**src/rtl/rx_deinterleaver.sv**
```systemverilog
// Receive-side 802.11a deinterleaver: collects one OFDM symbol of coded bits
// into a ping-pong bank at permuted addresses and streams it out in coded order.
module rx_deinterleaver (
    input  logic       clk,
    input  logic       rst,
    input  logic       in,
    input  logic       run,
    input  logic [1:0] mod,
    output logic       ready,
    output logic       out,
    output logic       valid
);

    function automatic logic [8:0] sym_len(input logic [1:0] m);
        case (m)
            2'b00:   sym_len = 9'd48;
            2'b01:   sym_len = 9'd96;
            2'b10:   sym_len = 9'd192;
            default: sym_len = 9'd288;
        endcase
    endfunction

    // Both permutation steps with constant divisors: 16*x/N reduces to x/(N/16).
    function automatic logic [8:0] wr_addr(input logic [8:0] j, input logic [1:0] m);
        logic [12:0] jj;
        logic [12:0] t;
        logic [12:0] i;
        logic [12:0] k;
        jj = {4'd0, j};
        t  = 13'd0;
        case (m)
            2'b00: begin
                i = jj;
                k = (13'd16 * i) - (13'd47 * (i / 13'd3));
            end
            2'b01: begin
                i = jj;
                k = (13'd16 * i) - (13'd95 * (i / 13'd6));
            end
            2'b10: begin
                t = jj + (jj / 13'd12);
                i = (jj & ~13'd1) + (t & 13'd1);
                k = (13'd16 * i) - (13'd191 * (i / 13'd12));
            end
            default: begin
                t = jj + (jj / 13'd18);
                i = (13'd3 * (jj / 13'd3)) + (t % 13'd3);
                k = (13'd16 * i) - (13'd287 * (i / 13'd18));
            end
        endcase
        wr_addr = 9'(k);
    endfunction

    logic [287:0] bank_q [2];
    logic [1:0]   bank_mod_q [2];
    logic [1:0]   bank_mod_d [2];
    logic [1:0]   full_q, full_d;
    logic         wr_sel_q, wr_sel_d;
    logic [8:0]   wr_j_q, wr_j_d;
    logic [8:0]   rd_k_q, rd_k_d;
    logic         out_q, out_d;
    logic         valid_q, valid_d;

    logic         rd_sel;
    logic [1:0]   wr_mod;
    logic [8:0]   wr_n;
    logic [8:0]   rd_n;
    logic [8:0]   wr_a;
    logic         accept;
    logic         wr_last;
    logic         rd_busy;
    logic         rd_last;
    logic         swap;

    // The first bit of a symbol uses the live mod; later bits use the latched copy.
    assign rd_sel  = ~wr_sel_q;
    assign wr_mod  = (wr_j_q == 9'd0) ? mod : bank_mod_q[wr_sel_q];
    assign wr_n    = sym_len(wr_mod);
    assign rd_n    = sym_len(bank_mod_q[rd_sel]);
    assign wr_a    = wr_addr(wr_j_q, wr_mod);
    assign ready   = ~full_q[wr_sel_q];
    assign accept  = run & ready;
    assign wr_last = accept & (wr_j_q == wr_n - 9'd1);
    assign rd_busy = full_q[rd_sel];
    assign rd_last = rd_busy & (rd_k_q == rd_n - 9'd1);
    assign swap    = (full_q[wr_sel_q] | wr_last) & (~rd_busy | rd_last);

    always_comb begin
        full_d     = full_q;
        wr_sel_d   = wr_sel_q;
        wr_j_d     = wr_j_q;
        bank_mod_d = bank_mod_q;
        rd_k_d     = rd_k_q;
        out_d      = 1'b0;
        valid_d    = 1'b0;

        if (wr_last) full_d[wr_sel_q] = 1'b1;
        if (rd_last) full_d[rd_sel] = 1'b0;
        if (swap)    wr_sel_d = ~wr_sel_q;

        if (accept) begin
            wr_j_d = wr_last ? 9'd0 : wr_j_q + 9'd1;
            if (wr_j_q == 9'd0) bank_mod_d[wr_sel_q] = mod;
        end

        // rd_k_q is the index currently presented on out while the read bank is full.
        if (swap) begin
            out_d   = bank_q[wr_sel_q][0];
            valid_d = 1'b1;
            rd_k_d  = 9'd0;
        end else if (rd_busy && !rd_last) begin
            rd_k_d  = rd_k_q + 9'd1;
            out_d   = bank_q[rd_sel][rd_k_q + 9'd1];
            valid_d = 1'b1;
        end else begin
            rd_k_d  = 9'd0;
        end
    end

    always_ff @(posedge clk or negedge rst) begin
        if (!rst) begin
            full_q        <= 2'b00;
            wr_sel_q      <= 1'b0;
            wr_j_q        <= 9'd0;
            bank_mod_q[0] <= 2'b00;
            bank_mod_q[1] <= 2'b00;
            rd_k_q        <= 9'd0;
            out_q         <= 1'b0;
            valid_q       <= 1'b0;
        end else begin
            full_q     <= full_d;
            wr_sel_q   <= wr_sel_d;
            wr_j_q     <= wr_j_d;
            bank_mod_q <= bank_mod_d;
            rd_k_q     <= rd_k_d;
            out_q      <= out_d;
            valid_q    <= valid_d;
        end
    end

    // Bit storage carries no reset: every position is rewritten before it is read.
    always_ff @(posedge clk) begin
        if (accept) bank_q[wr_sel_q][wr_a] <= in;
    end

    assign out   = out_q;
    assign valid = valid_q;

endmodule

```
**config.mk**
```make
export PLATFORM = sky130hd
export DESIGN_NAME = rx_deinterleaver
export DESIGN_NICKNAME = d
export VERILOG_FILES = /design/src/rtl/rx_deinterleaver.sv
export SDC_FILE = /design/constraint.sdc
export NUM_CORES = 1
export LEC_CHECK = 0
export BUFFER_PORTS_ARGS = -buffer_cell sky130_fd_sc_hd__buf_2
export CORE_MARGIN = 3
export CORE_UTILIZATION = 45
export CTS_CLUSTER_SIZE = 10
export DETAILED_ROUTE_END_ITERATION = 8
export PLACE_DENSITY_LB_ADDON = 0.05
export SETUP_SLACK_MARGIN = 0.5
export SLEW_MARGIN = 20
export SYNTH_ARGS = -nofsm -noshare
export SYNTH_HDL_FRONTEND = slang
export SYNTH_SLANG_ARGS = --single-unit
```
**constraint.sdc**
```tcl
create_clock -name clk -period 22.6 [get_ports clk]
set_input_delay 3.39 -clock clk [delete_from_list [all_inputs] [get_ports clk]]
set_output_delay 3.39 -clock clk [all_outputs]
set_load 0.01 [all_outputs]
```
==> results of run 1 <==
[kinds of logic (layout without fill, tap and decap cells)]
logic type               count (synthesis)  count (layout)  share of synthesized area, %
XOR/XNOR                                79              79                          1.91
buffers and inverters                  399             329                          5.49
AO/OA/AOI/OAI                          299             299                          6.00
multiplexers                           221             221                          12.4
AND/OR/NAND/NOR                       1078            1079                          17.2
flip-flops                             603             603                          49.6
adder cells (fa/ha/maj)                170             170                          7.37
[cell usage after synthesis, types with 16 or more instances]
cell type	count
ha_1	96
edfxtp_1	576
nor2_1	148
nor4_1	131
nand3_1	38
a21oi_1	72
inv_1	146
buf_4	26
buf_6	43
or3_1	33
buf_1	22
fa_1	73
clkbuf_1	103
dfrtp_1	27
xor2_1	18
mux2i_1	22
a21o_1	17
mux4_2	181
nand2_1	182
xnor2_1	61
o21ai_0	44
o211ai_1	16
nor4_2	112
nor3_1	331
buf_2	54
[routing by layer]
layer  vias up  share of wire, %  global-route usage, %
met5         -                 0                      0
met4         0               1.6                   4.77
met3       122               5.8                   3.13
met2       714                49                   38.5
met1     12496                44                   32.5
li1      10750                 -                      -
[path summary, 6_finish.rpt]
path,cells past startpoint,start,slack [ps],to
min in group asynchronous,1,rst,2830,wr_j_q[3]$_DFFE_PN0P_
worst max register to register,87,wr_j_q[8]$_DFFE_PN0P_,2270,bank_q[1][200]$_DFFE_PP_
worst min register to register,1,bank_mod_q[1]$_DFFE_PN0P_,530,bank_mod_q[1]$_DFFE_PN0P_
worst min-delay path,1,bank_mod_q[1]$_DFFE_PN0P_,530,bank_mod_q[1]$_DFFE_PN0P_
max in group asynchronous,1,rst,19200,wr_sel_q$_DFFE_PN0P_
worst max-delay path,87,wr_j_q[8]$_DFFE_PN0P_,2270,bank_q[1][200]$_DFFE_PP_
[worst register-to-register path: cells and delay by family (launching register included)]
kind	cells	cell delay, ps
flip-flops	1	680
multiplexers	2	620
buffers and inverters	11	1560
adder cells (fa/ha/maj)	12	3850
XOR/XNOR	4	620
AND/OR/NAND/NOR	25	5710
AO/OA/AOI/OAI	33	6960
[repair_timing]
item	4_1_cts	5_1_grt
endpoints found under the setup margin	0	359
gates resized for setup	0	5
buffers inserted	0	0
hold buffers	0	0
[sequential cells by signal, summed over array words and instances, names as in the netlist]
register / cells
rd_k_q: 9
wr_sel_q: 1
out: 1
full_q: 2
wr_j_q: 9
bank_q: 576
valid: 1
bank_mod_q: 4
[cell type report]
type / count / area [um^2]
Inverter: 150 / 566
Tap cell: 1050 / 1310
Clock inverter: 12 / 114
Fill cell: 7140 / 40400
Timing Repair Buffer: 69 / 536
Multi-Input combinational cell: 1848 / 16500
Sequential cell: 603 / 18000
Clock buffer: 98 / 1980
[through the flow]
step / setup slack [ps] / hold slack, ps / utilization (%)
global placement: 2090 / 507 / 46.4
floorplan: 5210 / 492 / -
CTS: 1520 / 537 / 49.1
detailed placement: 1530 / 524 / 46.4
finish: 2270 / 534 / 49.1
global route: 572 / 560 / 49.1
==> results.yml, run 1 <==
status:
  status: "finished clean"
detailed_routing:
  viasPerCell: 6.29
  avgRoutedWirePerCell_um: 25.5
  drt_pass1_iterations: 8
  ant_nets: 0
  routed_wl_um: 97800
  drt-initial-drc-count: 2201
  remaining_drc_errors: 0
  vias: 24082
die:
  core_um2: 79400
  dieHeight_um: 290
  rows: 103
  dieArea_um2: 84000
  io_pins: 9
  start_util_pct: 45.7
  dieWidth_um: 290
grt:
  globalRouteOverflowTotal: 0
  grt_max_degree: 168
  antenna_found_initial: 0
  grtUsageTotal_pct: 23.1
  grt_pass1_vias: 24552
  grt_pass1_wl_um: 152000
sta:
  finalCritPeriodShare_pct: 90.0
  tightest_slew_ps: 1140
  relSlewSlack_pct: 24.1
  setup_tns_ps: 0
  finalHoldViolations: 0
  setup_violations: 0
  max_freq_mhz: 49.2
  slew_viol_final: 0
  rsz0062_at_grt: "false"
  finClkSkew_ps: 20.9
  fin_crit_ps: 20330
place:
  hpwl_um: 58300
  io_buffers: 8
  gp_congestion: 0.859
  placed_area_um2: 36800
  dp.cells: 3719
final_layout:
  final_common_cell: "edfxtp_1"
  num-nets-final: 2921
  layout_common_cells: "576 x edfxtp_1, 328 x nor3_1, 181 x nand2_1, 181 x mux4_2, 148 x nor2_1"
  n_antenna_cell: 0
  final_cell_area_um2: 39000
  layout.cells.non_filler: 3830
  syn_to_final_growth_pct: 7.46
  drive_above_1_share_pct: 19.2
critical_path:
  worst_ep_required_time_ps: 22890
  slowest_stage: "dfrtp_2"
  worstPathArrival_ps: 20630
  worst-path-max-fanout: 64
  path_delay_family: "compound AO/OA/AOI/OAI gates"
  end_kind: "flip-flop"
  crit_buf_inv: 11
  crit_type: "reg2reg"
  cp_slowest_stage_delay_ps: 680
  worstSetupStartpointType: "flip-flop"
logic_synthesis:
  netlist_area_um2: 36300
  synth.largest_area_cell: "edfxtp_1"
  synth_ff_type: "edfxtp_1"
  yosysSeqAreaShare_pct: 49.6
  synth_warnings: 0
  synthesis.nets: 3024
  syn_area_per_cell_um2: 12.7
  synth_seq_cells: 603
  synth_edf_count: 576
  postSynthCellCount: 2849
  synth_area_leaders: "edfxtp_1 48%, mux4_2 11%, nor3_1 4.6%, fa_1 4.0%, nor4_2 3.9%"
  synthArstFlopShare_pct: 4.48
  synth_top_area_share_pct: 47.7
  synth.distinct_cells: 107
hold_path:
  hp-class: "reg2reg"
clocking:
  htreeDepth: 3
  cts-root-buf: "clkbuf_16"
  cts_made_buffers: 74
  cts.clk_slew.worst_paths_ps: 50
  clk-insertion-delay-late_ps: 620
  cts_tree: "done"
  clock_path_buffers: 3
  numClockSinks: 603
job:
  timing.max_cap.violations: 0
Power of run 1 is left out: the tool's default activity adds up to more than one toggle a clock period on the data nets, which glitch-free logic cannot reach.
==> run 2: changes to the inputs <==
CORE_UTILIZATION = 44   (was 45)
==> results.yml, run 2 (synthesis gave the netlist of run 1 again) <==
status:
  status: "finished clean"
grt:
  grt_pass1_wl_um: 152000
  grt_pass1_vias: 24899
  grtUsageTotal_pct: 23.0
  globalRouteOverflowTotal: 0
  grt_max_degree: 185
  antenna_found_initial: 0
critical_path:
  crit_type: "reg2reg"
  slowest_stage: "nor2_1"
  worstPathArrival_ps: 20420
  critical_path.most_common_cell: "a21oi_1"
  worst-path-max-fanout: 29
  end_kind: "flip-flop"
  worstSetupStartpointType: "flip-flop"
  cp_slowest_stage_delay_ps: 820
  worst_ep_required_time_ps: 22890
die:
  dieWidth_um: 293
  rows: 104
  start_util_pct: 44.7
  dieHeight_um: 293
  io_pins: 9
  dieArea_um2: 85900
  core_um2: 81100
final_layout:
  num-nets-final: 2914
  n_antenna_cell: 0
  top_register: "bank_q"
  final_common_cell: "edfxtp_1"
  syn_to_final_growth_pct: 7.56
  layout_common_cells: "576 x edfxtp_1, 327 x nor3_1, 181 x nand2_1, 181 x mux4_2, 147 x nor2_1"
  largest_register_ffs: 576
  reg_top3: "bank_q: 576 flops, rd_k_q: 9 flops, wr_j_q: 9 flops"
  drive_above_1_share_pct: 19.3
  fillCellCount: 7152
  final_util_pct: 48.1
place:
  io_buffers: 8
  hpwl_um: 58500
  gp_congestion: 0.851
  pre_cts_ws_ps: 2220
clocking:
  cts_hold_buffers: 0
  cts-root-buf: "clkbuf_16"
  clk-insertion-delay-late_ps: 630
  post_cts_buffers: 0
  cts_tree: "done"
  htreeDepth: 3
  cts.clk_slew.worst_paths_ps: 60
  cts_made_buffers: 74
  numClockSinks: 603
  clock_path_buffers: 3
job:
  timing.max_cap.violations: 0
sta:
  tightest_slew_ps: 1140
  setup_violations: 0
  setup_tns_ps: 0
  worst_slack_ps: 2470
  holdWs_ps: 531
  relSlewSlack_pct: 24.0
  finalCritPeriodShare_pct: 89.1
  max_freq_mhz: 49.7
  finalHoldViolations: 0
  slew_viol_final: 0
  rsz0062_at_grt: "false"
  fin_crit_ps: 20130
  finClkSkew_ps: 43.9
detailed_routing:
  remaining_drc_errors: 0
  viasPerCell: 6.26
  vias: 23958
  drt_pass1_iterations: 5
  routed_wl_um: 98400
  ant_nets: 0
  drt-initial-drc-count: 1975
  avgRoutedWirePerCell_um: 25.7
hold_path:
  hp-class: "reg2reg"
==> run 2: cell types whose count changed in the layout (fill, tap and decap cells not counted), sizes merged <==
cell	before	now
inv	151	155
bufinv	0	3
clkbuf	98	87
nand4	10	9
buf	69	63
clkinvlp	2	1
==> run 2: repair_timing <==
action	in CTS	in global routing
gates resized for setup	0	4
endpoints found under the setup margin	0	396
endpoints found under the hold margin	0	0
==> run 2: final timing paths <==
check	startpoint	to	slack (ps)	cells past startpoint
worst max-delay path	wr_j_q[7]$_DFFE_PN0P_	bank_q[0][234]$_DFFE_PP_	2470	73
worst min-delay path	bank_mod_q[1]$_DFFE_PN0P_	bank_mod_q[1]$_DFFE_PN0P_	530	1
worst max register to register	wr_j_q[7]$_DFFE_PN0P_	bank_q[0][234]$_DFFE_PP_	2470	73
worst min register to register	bank_mod_q[1]$_DFFE_PN0P_	bank_mod_q[1]$_DFFE_PN0P_	530	1
max in group asynchronous	rst	rd_k_q[0]$_DFF_PN0_	19150	1
min in group asynchronous	rst	wr_j_q[4]$_DFFE_PN0P_	2830	1
==> run 2: worst max-delay path: cells and delay by family (launching register included) <==
| kind | cells | cell delay [ps] |
|---|---|---|
| adders and majority gates | 11 | 4030 |
| buffers and inverters | 5 | 410 |
| muxes | 2 | 730 |
| DFF | 1 | 690 |
| xor gates and xnor gates | 2 | 500 |
| and+or+nand+nor | 18 | 5340 |
| AOI/OAI and AO/OA | 35 | 8010 |
==> run 2: area by class of cell <==
type | count | area (um^2) | share of cell area [%]
flip-flops and latches | 603 | 18000 | 46.1
clock inverters | 18 | 241 | 0.619
multi-input cells | 1847 | 16500 | 42.2
clock buffers | 87 | 1900 | 4.87
well taps | 1060 | 1330 | 3.40
inverters | 150 | 566 | 1.45
repair buffers | 63 | 539 | 1.38
==> run 2: metal layers <==
metal | GRT usage (%) | share of wire, %
met1 | 31.5 | 45
met2 | 38.7 | 48
met3 | 2.74 | 4.5
met4 | 6.47 | 2.5
met5 | 0 | 0
==> run 2: metrics by stage <==
stage	std cells	area (um^2)
floorplan	2849	36300
global placement	3720	36800
detailed placement	3722	36800
CTS	3827	39000
global route	3828	39000
finish	3828	39000
Power of run 2 is left out for the same reason.
